--- src/rtl/prod_bcd_display_pkg.sv ---
// prod_bcd_display_pkg: shared widths, BCD/segment types, converter states and active-low {g..a} digit patterns
package prod_bcd_display_pkg;
  localparam int DW2 = 16;
  localparam int DIGITS = 5;
  localparam int CNT_W = $clog2(DW2 + 1);
  typedef logic [4*DIGITS-1:0] bcd_t;
  typedef logic [6:0] seg_t;
  typedef enum logic [1:0] {IDLE, SHIFT, DONE} bcd_state_t;
  localparam seg_t SEG_0 = 7'h40;
  localparam seg_t SEG_1 = 7'h79;
  localparam seg_t SEG_2 = 7'h24;
  localparam seg_t SEG_3 = 7'h30;
  localparam seg_t SEG_4 = 7'h19;
  localparam seg_t SEG_5 = 7'h12;
  localparam seg_t SEG_6 = 7'h02;
  localparam seg_t SEG_7 = 7'h78;
  localparam seg_t SEG_8 = 7'h00;
  localparam seg_t SEG_9 = 7'h10;
  localparam seg_t SEG_OFF = 7'h7F;
endpackage

--- src/rtl/prod_bcd_display_seg7_decoder.sv ---
// prod_bcd_display_seg7_decoder: combinational BCD nibble (nib) to active-low {g..a} segments (seg); 10-15 are dark
module prod_bcd_display_seg7_decoder
  import prod_bcd_display_pkg::*;
(
  input  logic [3:0] nib,
  output logic [6:0] seg
);
  always_comb
    seg = nib == 4'd0 ? SEG_0 :
          nib == 4'd1 ? SEG_1 :
          nib == 4'd2 ? SEG_2 :
          nib == 4'd3 ? SEG_3 :
          nib == 4'd4 ? SEG_4 :
          nib == 4'd5 ? SEG_5 :
          nib == 4'd6 ? SEG_6 :
          nib == 4'd7 ? SEG_7 :
          nib == 4'd8 ? SEG_8 :
          nib == 4'd9 ? SEG_9 : SEG_OFF;
endmodule

--- src/rtl/prod_bcd_display.sv ---
// prod_bcd_display: sequential double-dabble of product/sign on start into held bcd, active-low seg and seg_minus with busy/done; LEADING_ZERO_BLANK_EN darkens leading zero digits
module prod_bcd_display
  import prod_bcd_display_pkg::*;
(
  input  logic                  clk,
  input  logic                  rst,
  input  logic                  start,
  input  logic [DW2-1:0]        product,
  input  logic                  sign,
  output logic                  busy,
  output logic                  done,
  output logic [4*DIGITS-1:0]   bcd,
  output logic [7*DIGITS-1:0]   seg,
  output logic                  seg_minus
);
  localparam int SW = 4*DIGITS + DW2;
  bcd_state_t state_q, state_d;
  logic [SW-1:0] sr_q, sr_d, adj;
  logic [CNT_W-1:0] cnt_q, cnt_d;
  logic neg_q, neg_d, minus_q, minus_d, valid_q, valid_d;
  bcd_t bcd_q, bcd_d;
  always_ff @(posedge clk) begin
    if (rst) begin
      state_q <= IDLE;
      sr_q <= '0;
      cnt_q <= '0;
      neg_q <= 1'b0;
      minus_q <= 1'b1;
      valid_q <= 1'b0;
      bcd_q <= '0;
    end else begin
      state_q <= state_d;
      sr_q <= sr_d;
      cnt_q <= cnt_d;
      neg_q <= neg_d;
      minus_q <= minus_d;
      valid_q <= valid_d;
      bcd_q <= bcd_d;
    end
  end
  always_comb begin
    adj = sr_q;
    for (int i = 0; i < DIGITS; i++)
      adj[DW2+4*i +: 4] = sr_q[DW2+4*i +: 4] >= 4'd5 ? sr_q[DW2+4*i +: 4] + 4'd3 : sr_q[DW2+4*i +: 4];
    state_d = state_q;
    sr_d = sr_q;
    cnt_d = cnt_q;
    neg_d = neg_q;
    minus_d = minus_q;
    valid_d = valid_q;
    bcd_d = bcd_q;
    case (state_q)
      IDLE: if (start) begin
        state_d = SHIFT;
        sr_d = {{(4*DIGITS){1'b0}}, product};
        cnt_d = '0;
        neg_d = sign & (product != '0);
      end
      SHIFT: begin
        sr_d = adj << 1;
        cnt_d = cnt_q + 1'b1;
        if (cnt_q == CNT_W'(DW2 - 1)) begin
          state_d = DONE;
          bcd_d = sr_d[SW-1:DW2];
          minus_d = ~neg_q;
          valid_d = 1'b1;
        end
      end
      DONE: state_d = IDLE;
      default: state_d = IDLE;
    endcase
  end
  assign busy = state_q == SHIFT;
  assign done = state_q == DONE;
  assign bcd = bcd_q;
  assign seg_minus = minus_q;
  for (genvar d = 0; d < DIGITS; d++) begin : g_dig
    logic [6:0] dec;
    logic lit;
    prod_bcd_display_seg7_decoder u_dec (.nib(bcd_q[4*d +: 4]), .seg(dec));
`ifdef LEADING_ZERO_BLANK_EN
    assign lit = d == 0 || bcd_q[4*DIGITS-1:4*d] != '0;
`else
    assign lit = 1'b1;
`endif
    assign seg[7*d +: 7] = valid_q && lit ? dec : SEG_OFF;
  end
endmodule

--- config.mk ---
export PLATFORM = sky130hd
export DESIGN_NAME = prod_bcd_display
export DESIGN_NICKNAME = d
export VERILOG_FILES = /design/src/rtl/prod_bcd_display_pkg.sv /design/src/rtl/prod_bcd_display_seg7_decoder.sv /design/src/rtl/prod_bcd_display.sv
export SDC_FILE = /design/constraint.sdc
export NUM_CORES = 1
export LEC_CHECK = 0
export CAP_MARGIN = 10
export CORE_MARGIN = 2
export CORE_UTILIZATION = 52
export DETAILED_ROUTE_END_ITERATION = 8
export PLACE_DENSITY = 0.9
export SLEW_MARGIN = 25
export SYNTH_ARGS = -nofsm -noshare
export SYNTH_HDL_FRONTEND = slang
export SYNTH_SLANG_ARGS = --single-unit
--- constraint.sdc ---
create_clock -name clk -period 1.8 [get_ports clk]
set_input_delay 0.36 -clock clk [delete_from_list [all_inputs] [get_ports clk]]
set_output_delay 0.36 -clock clk [all_outputs]
set_load 0.01 [all_outputs]
== After elaboration in Yosys (flattened, before gate mapping) ==
Index checks and enable logic that the tools add are counted.

* Register bits: 66
* Input port bits: 20
* Output and inout bits: 58
* Logic and storage cells: 149

* Add/sub/neg operators: 6
* Magnitude comparators: 5
* Eq/ne operators: 50
* Multiplexer cells: 67
* Bitwise operators: 2
* Reductions and logical operators: 12

{| class="wikitable"
|+ Operators with widths
! kind !! count
|-
| $mux W7 || 55
|-
| $eq A4 B3 Y1 const B || 20
|-
| $pmux W36 S2 || 1
|-
| $eq A4 B2 Y1 const B || 10
|-
| $eq A4 B4 Y1 const B || 10
|-
| $mux W36 || 1
|-
| $eq A4 B1 Y1 const B || 5
|-
| $ge A4 B3 Y1 const B || 5
|-
| $logic_not A4 Y1 || 5
|-
| $add A4 B2 Y4 const B || 4
|-
| $mux W4 || 4
|-
| $reduce_bool A16 Y1 || 1
|-
| $pmux W5 S2 || 1
|-
| $reduce_and A2 Y1 || 4
|-
| $add A5 B1 Y5 const B || 1
|-
| $eq A5 B4 Y1 const B || 1
|-
| $mux W5 || 1
|-
| $mux W2 || 2
|-
| $pmux W2 S2 || 1
|-
| $add A3 B2 Y3 const B || 1
|-
| $mux W3 || 1
|-
| $eq A2 B1 Y1 const B || 1
|-
| $eq A2 B2 Y1 const B || 1
|-
| $logic_not A2 Y1 || 1
|-
| other kinds (5) || 5
|}

== Logic depth before layout (Yosys ltp) ==
Gate-level depths: netlist (run 1).

* Word-level depth: 12
* Depth in mapped cells: 7
* Mapped depth without buffers: 6

== Hierarchy ==
Synthesis (run 1) repeated with hierarchy kept, for this count alone.

* Cells, all modules: 519
* Area, all modules: 4,201.5 µm²

{| class="wikitable"
|+ By module, submodules not included
! module !! times used !! cells each !! area an instance (µm²) !! seq. area each (µm²)
|-
| prod_bcd_display || 1 || 389 || 3,357.0 || 1,321.3
|-
| prod_bcd_display_seg7_decoder || 5 || 26 || 168.9 || 0.0
|}

== Worst setup path after synthesis (run 1) ==
OpenSTA, ideal clock, no wires.

* Path type: register to output
* Start: register bcd_q[5], in the netlist bcd[5]
* End: output seg[13]
* Data arrival time: 1.251 ns
* Data required time: 1.440 ns
* Slack: 0.189 ns
* Stages on the path, launching flop included: 4
* Cell sequence: dfxtp_1 -> clkbuf_1 -> nor3_1 -> or3b_2

* Cells in the longest elaborated chain, start to end: 12

{| class="wikitable"
|+ Ends and longest elaborated chain
! what !! RTL line !! RTL
|-
| from (decl) || prod_bcd_display.sv:21 || <nowiki>bcd_t bcd_q, bcd_d;</nowiki>
|-
| from (signal assigned) || prod_bcd_display.sv:30 || <nowiki>bcd_q <= '0;</nowiki>
|-
| from (signal assigned) || prod_bcd_display.sv:38 || <nowiki>bcd_q <= bcd_d;</nowiki>
|-
| $eq A4 B4 Y1 || prod_bcd_display_seg7_decoder.sv:18 || <nowiki>nib == 4'd9 ? SEG_9 : SEG_OFF;</nowiki>
|-
| $mux W7 || prod_bcd_display_seg7_decoder.sv:18 ||
|-
| $mux W7 || prod_bcd_display_seg7_decoder.sv:17 || <nowiki>nib == 4'd8 ? SEG_8 :</nowiki>
|-
| $mux W7 || prod_bcd_display_seg7_decoder.sv:16 || <nowiki>nib == 4'd7 ? SEG_7 :</nowiki>
|-
| $mux W7 || prod_bcd_display_seg7_decoder.sv:15 || <nowiki>nib == 4'd6 ? SEG_6 :</nowiki>
|-
| $mux W7 || prod_bcd_display_seg7_decoder.sv:14 || <nowiki>nib == 4'd5 ? SEG_5 :</nowiki>
|-
| $mux W7 || prod_bcd_display_seg7_decoder.sv:13 || <nowiki>nib == 4'd4 ? SEG_4 :</nowiki>
|-
| $mux W7 || prod_bcd_display_seg7_decoder.sv:12 || <nowiki>nib == 4'd3 ? SEG_3 :</nowiki>
|-
| $mux W7 || prod_bcd_display_seg7_decoder.sv:11 || <nowiki>nib == 4'd2 ? SEG_2 :</nowiki>
|-
| $mux W7 || prod_bcd_display_seg7_decoder.sv:10 || <nowiki>nib == 4'd1 ? SEG_1 :</nowiki>
|-
| $mux W7 (*) || prod_bcd_display_seg7_decoder.sv:9 || <nowiki>seg = nib == 4'd0 ? SEG_0 :</nowiki>
|-
| $mux W7 (*) || prod_bcd_display.sv:86 || <nowiki>assign seg[7*d +: 7] = valid_q && lit ? dec : SEG_OFF;</nowiki>
|-
| to (decl) || prod_bcd_display.sv:13 || <nowiki>output logic [7*DIGITS-1:0] seg,</nowiki>
|}

Every way passes the cells marked *; elsewhere a longest branch is shown, timed or not.

== Worst setup path in the final report (run 1) ==
* Start: register bcd_q[10], in the netlist bcd[10]
* End: output seg[20]

Same word-level chain as after synthesis.

==> results of run 1 <==
kinds of logic (layout without fill, tap and decap cells):
family | count (synthesis) | after routing
mux | 6 | 6
xor+xnor | 5 | 5
buf+inv | 63 | 183
compound gates | 153 | 153
flops | 66 | 66
simple gates | 204 | 204
fa+ha+maj | 12 | 12
stage by stage:
stage	utilization, %	hold WS [ns]
CTS	74.5	0.249
global route	77.6	0.270
finish	77.6	0.261
floorplan	-	0.439
global placement	68.7	0.455
detailed placement	68.7	0.458
metal layers:
metal	global-route usage, %	share of wire [%]
met1	32.1	40
met2	48.6	49
met3	3.86	7.1
met4	12.9	3.4
met5	0	0
registers in the layout (all words and copies together) (netlist names):
signal / count
neg_q: 1
state_q: 2
seg_minus: 1
cnt_q: 5
sr_q: 36
bcd: 20
valid_q: 1
synth_stat cells, drive strengths merged (10+ instances only):
cell and number:
ha 12, a21oi 39, a22o 12, dfxtp 66, clkbuf 29, inv 20, buf 13, nor3b 12
a211oi 10, o21ai 26, nor3 14, nand2 61, a311oi 16, nor2 74, nand3 14
worst max-delay path, delay by kind of cell, from the launching register on:
| family | cells | cell delay, ns |
|---|---|---|
| simple gates | 2 | 0.43 |
| flops | 1 | 0.37 |
| buf+inv | 2 | 0.27 |
| compound gates | 1 | 0.11 |
where the power goes:
part	switching (W)	internal, W	total [W]	leakage [nW]
logic	0.000144	0.000108	0.000253	1.52
registers	0.0000264	0.00147	0.00150	0.553
clock network	0.000555	0.000850	0.00140	0.110
total	0.000726	0.00243	0.00316	2.18
final cells by class:
class                      instances  share of cell area, %
multi-input combinational        380                   43.8
clock inverter                     2                   1.07
tap                               99                   2.21
inverter                          21                   1.54
timing repair buffer             147                   23.6
sequential                        66                   24.9
clock buffer                      13                   2.84
worst min-delay path by stage:
stage | start | endpoint | cells after the start
2_1_floorplan | cnt_q[3] | cnt_q[3] | 1
3_3_place_gp | cnt_q[3] | cnt_q[3] | 1
3_5_place_dp | cnt_q[3] | cnt_q[3] | 1
4_1_cts | rst | sr_q[35] | 2
5_1_grt | rst | sr_q[35] | 2
6_report | rst | sr_q[35] | 2
layout by cell type (no fill, tap or decap), drive strengths merged, types with 5 or more instances in the layout:
cell type      instances
ha                    12
clkdlybuf4s50         30
xnor2                  5
dfxtp                 66
nor3                  14
buf                   88
o2bb2ai                5
a21o                   9
mux2i                  5
nor2                  74
nand2                 61
o21ai                 26
a21oi                 39
nor3b                 12
dlygate4sd2            8
o21a                   6
nand2b                 9
dlymetal6s2s           6
a311oi                16
a22o                  12
o211ai                 5
nand3                 14
a211oi                10
inv                   20
o22ai                  6
clkbuf                26
repair_timing:
action,CTS,global route
cloned,0,3
pin swaps,6,20
buffers inserted,10,7
endpoints found under the hold margin,0,0
setup endpoints to repair,49,57
gates resized for setup,164,92
==> reports/results.txt, run 1 <==
Num CTS Buffers: 9
Die Wd: 90.1 um
Vias/cell: 6.07
Fin area: 0.00560 sq mm
DRC: 0
Multi-input gate area: 0.00245 sq mm
Fillers: 439
Slew headroom: 58.0%
Port Buf Inserts: 77
Initial antenna violation count: 0
Multiplexer share of the synthesized area: 1.59%
Post-synthesis compound-gate area fraction: 26.9%
Synth area leader: dfxtp_1
Slew at the pin closest to its max-slew limit: 0.629 ns
Final HPWL DP: 6980 um
Total GRT Usage: 27.2%
Minimum clock period after layout: 1.89 ns
CP endpoint kind: output port
Ratio of cells with drive above 1 in the final layout: 29.3%
Setup WS pre-CTS: -0.254 ns
Setup violators final: 8
Xor-xnor portion of the synthesized cell area: 1.14%
DRT Pass-1 Iters: 5
Failing checks: negative setup slack
LEAKAGE: 2.18 nW
Synth Area in Simple Gates: 24.9%
Worst flop-to-flop path startpoint: sr_q[32]
Max Fclk: 530 MHz
Worst path cell trace: buf_12 > a21oi_4 > nor2_2 > or3b_4 > buf_6
Clock Pin Slew Worst Setup and Hold Paths: 0.07 ns
Root buffer cell: clkbuf_8
CP required: 1.44 ns
Primary FF master, synth: dfxtp_1
TNS Setup: -0.373 ns
Worst setup margin: -0.0856 ns
Total global routing overflow: 0
Wire per inst: 17.3 um
Worst r2r path cells: 6
Crit path kind: reg2out
Layout Skew: 0.00850 ns
Sequential element share of the synthesized area: 34.3%
TritonCTS sink count: 66
Largest net degree at the start of global routing: 58
Hold WC Path Type: in2reg
RR Endpoint: bcd[17]
Total wire length: 12600 um
CTS tree: yes
Fin. max-slew vios: 0
Vias in the first global route: 4016
Crit start category: register
Full die area: 0.00811 sq mm
Gp weighted congestion: 0.839
Ranking of synthesized cells by area: dfxtp_1 (34%), nor2_1 (7.1%), nand2_1 (5.8%)
Number of antenna diodes: 0
Yosys top cell area share: 34.3%
Area after DPL: 0.00496 sq mm
Maximum capacitance violations: 0
Reg2Reg Setup Slack: 0.05 ns
Standard-cell rows: 31
Critical Path AT: 1.53 ns
Final Hold Vio Count: 0
Synth cell types: 50
Pwr Total: 0.00316 W
Critical Path Source: bcd[10]
First-pass GRT wire length: 18500 um
Number of synthesized flops with an enable pin: 0
Io pins: 78
Mean Syn Cell Area: 7.57 sq um
Core box area: 0.00721 sq mm
Pwr/cell area: 564 mW/mm^2
H-tree depth: 3
Synth warn: 0
Syn Inst Count: 509
Starting Density: 53.4%
Max Root-Sink Buffers: 2
Slowest-stage cell, CP: dfxtp_4
Crit path capture: seg[20]
Nets: 657
Vias: 4419
Post-route clock period utilization: 105%
Largest family of logic cells by synthesized area: compound AO/OA/AOI/OAI gates
Post-synth ARST share: 0%
Area Growth Syn to Fin: 45.4%
Crit path max fanout: 4
Outcome: finished, violations left
Insertion delay to the later sink of the worst-skew pair: 0.35 ns
Fin cells: 728
Largest stage delay on the critical path: 0.37 ns
DRT iter0 DRCs: 392
Worst VDD drop: 0.550 mV
FF/Latch Area: 0.00140 sq mm
FF+latch count, synth: 66
Final antenna-violating net count: 0
Height of the die: 90.1 um
Netlist Area Pre-Place: 0.00385 sq mm
Quantity of hold-fixing buffers added after cts: 0
Adder-Cell Fraction of Synth Area: 3.90%
RSZ-0062 raised after global routing: true
Syn nets: 541
Placed Cells incl. Taps: 693
(Power assumes the default switching activity.)
==> run 2: changes to the inputs <==
Settings changed: PLACE_DENSITY 0.9 to 0.81.
==> reports/results.txt, run 2 (synthesized netlist as in run 1, its figures left out) <==
RSZ-0062 raised after global routing: true
Crit path capture: seg[13]
Root buffer cell: clkbuf_8
LEAKAGE: 2.13 nW (-2.2%)
Combinational share of power: 8.7% (+0.7 points)
Worst flop-to-flop path startpoint: cnt_q[1]
Area Growth Syn to Fin: 43.7%
Setup violators final: 7 (-1)
Outcome: finished, violations left
Number of antenna diodes: 0 (unchanged)
Maximum capacitance violations: 0 (unchanged)
Sw Pwr: 0.000719 W (-0.92%)
Reg2Reg Setup Slack: 0.08 ns (+0.03 ns)
Height of the die: 90.1 um (unchanged)
Placed Cells incl. Taps: 698 (+0.72%)
Standard-cell rows: 31 (unchanged)
Sequential Power Share: 49.2% (+1.7 points)
Worst setup margin: -0.0800 ns (+0.00562 ns)
TNS Setup: -0.305 ns (+0.0677 ns)
Die Wd: 90.1 um (unchanged)
Commonest non-fill, non-tap cell in the layout: nor2_1
Hold WC Path Type: in2reg
Multi-input gate area: 0.00239 sq mm (-2.8%)
Clock share of power: 42.1% (-2.4 points)
CTS tree: yes
Core box area: 0.00721 sq mm (unchanged)
Starting Density: 53.4% (unchanged)
Quantity of hold-fixing buffers added after cts: 0 (unchanged)
Port Buf Inserts: 77 (unchanged)
Num CTS Buffers: 9 (unchanged)
DRT iter0 DRCs: 283 (-28%)
Total wire length: 11500 um (-9.2%)
Wire per inst: 15.7 um (-9.3%)
Final antenna-violating net count: 0 (unchanged)
FF/Latch Area: 0.00139 sq mm (-0.54%)
CP required: 1.44 ns (about the same)
Vias/cell: 5.81 (-4.4%)
Ratio of cells with drive above 1 in the final layout: 26.7% (-2.6 points)
Total global routing overflow: 0 (unchanged)
Critical Path Source: bcd[4]
Crit start category: register
Most frequent cells in the layout: nor2_1 (70), nand2_1 (60), dfxtp_1 (44)
Crit path kind: reg2out
Max Root-Sink Buffers: 2 (unchanged)
Initial antenna violation count: 0 (unchanged)
Slew headroom: 57.6% (-0.40 points)
RR Endpoint: bcd[17]
Post-route clock period utilization: 104% (-0.31 points)
Pwr/cell area: 552 mW/mm^2 (-2.1%)
Power Internal: 0.00234 W (-3.8%)
H-tree depth: 3 (unchanged)
Vias: 4232 (-4.2%)
Slew at the pin closest to its max-slew limit: 0.633 ns (+0.00428 ns)
Final Hold Vio Count: 0 (unchanged)
Worst r2r path cells: 6 (unchanged)
Net Sw Frac: 23.5% (+0.53 points)
Fin cells: 729 (+0.14%)
Reg with most FFs: sr_q
Total GRT Usage: 26.5% (-0.77 points)
Io pins: 78 (unchanged)
Largest net degree at the start of global routing: 34 (-41%)
TritonCTS sink count: 66 (unchanged)
Fin area: 0.00554 sq mm (-1.1%)
Layout Skew: 0.00632 ns (-0.00218 ns)
Vias in the first global route: 3993 (-0.57%)
Area after DPL: 0.00502 sq mm (+1.3%)
DRT Pass-1 Iters: 6 (+1)
Final HPWL DP: 7280 um (+4.2%)
DRC: 0 (unchanged)
Minimum clock period after layout: 1.88 ns (-0.00562 ns)
Clock Pin Slew Worst Setup and Hold Paths: 0.07 ns (about the same)
Max reg flops: 36 (unchanged)
Fillers: 514 (+17%)
Nets: 658 (+0.15%)
Insertion delay to the later sink of the worst-skew pair: 0.35 ns (about the same)
Gp weighted congestion: 0.830 (-1.1%)
Critical Path AT: 1.52 ns (about the same)
Max Fclk: 532 MHz (+0.30%)
First-pass GRT wire length: 18100 um (-2.3%)
Full die area: 0.00811 sq mm (unchanged)
Crit path max fanout: 4 (unchanged)
Fin. max-slew vios: 0 (unchanged)
CP endpoint kind: output port
Failing checks: negative setup slack
Worst VDD drop: 0.613 mV (+11%)
-- run 2: power groups by stage --
stage	clock, W	combinational, W	sequential, W
6_report	0.00129	0.000267	0.00150
5_1_grt	0.00137	0.000295	0.00151
4_1_cts	0.00130	0.000266	0.00151
3_5_place_dp	0	0.000265	0.00156
3_3_place_gp	0	0.000257	0.00156
2_1_floorplan	0	0.000158	0.00155
-- run 2: stage by stage --
| step | hold slack (ns) | power (W) | utilization, % | setup slack, ns |
|---|---|---|---|---|
| floorplan | 0.439 | 0.00171 | - | 0.189 |
| global placement | 0.464 | 0.00182 | 69.6 | -0.197 |
| detailed placement | 0.474 | 0.00183 | 69.6 | -0.267 |
| CTS | 0.340 | 0.00307 | 74.4 | -0.146 |
| global route | 0.359 | 0.00317 | 76.7 | -0.126 |
| finish | 0.359 | 0.00306 | 76.7 | -0.0800 |
-- run 2: worst min path at each step --
stage | startpoint | end | slack [ns] | cells after the start
after global routing | rst | state_q[0] | 0.36 | 2
final | rst | state_q[0] | 0.36 | 2
after CTS | rst | state_q[0] | 0.34 | 2
after detailed placement | sr_q[0] | sr_q[0] | 0.47 | 2
after floorplan | cnt_q[3] | cnt_q[3] | 0.44 | 1
after global placement | neg_q | neg_q | 0.46 | 2
-- run 2: layout make-up --
| class | count | area share (%) |
|---|---|---|
| Multi-Input combinational cell | 380 | 43.1 |
| Sequential cell | 66 | 25.1 |
| Timing Repair Buffer | 148 | 24.4 |
| Clock buffer | 13 | 3.05 |
| Tap cell | 99 | 2.24 |
| Inverter | 21 | 1.51 |
| Clock inverter | 2 | 0.633 |
-- run 2: critical path, stage by stage, from the launching register on --
cell	delay [ns]
dfxtp_4	0.37
buf_6	0.13
a21oi_4	0.14
nor2_2	0.04
or3b_4	0.36
buf_6	0.13
-- run 2: what timing repair did --
action                                  4_1_cts  5_1_grt
pin swaps                                     9       23
setup buffers                                11        3
resized for setup                           164       67
endpoints found under the setup margin       50       46
gates cloned                                  0        2
-- run 2: metal layers --
metal  wire length, um  vias to the layer above  track usage, %  part of all wire, %
li1                  -                     2045               -                    -
met1              4820                     1994            31.2                   42
met2              5750                      166            47.5                   50
met3               632                       27            6.20                  5.5
met4               248                        0            8.21                  2.2
met5                 0                        -               0                    0
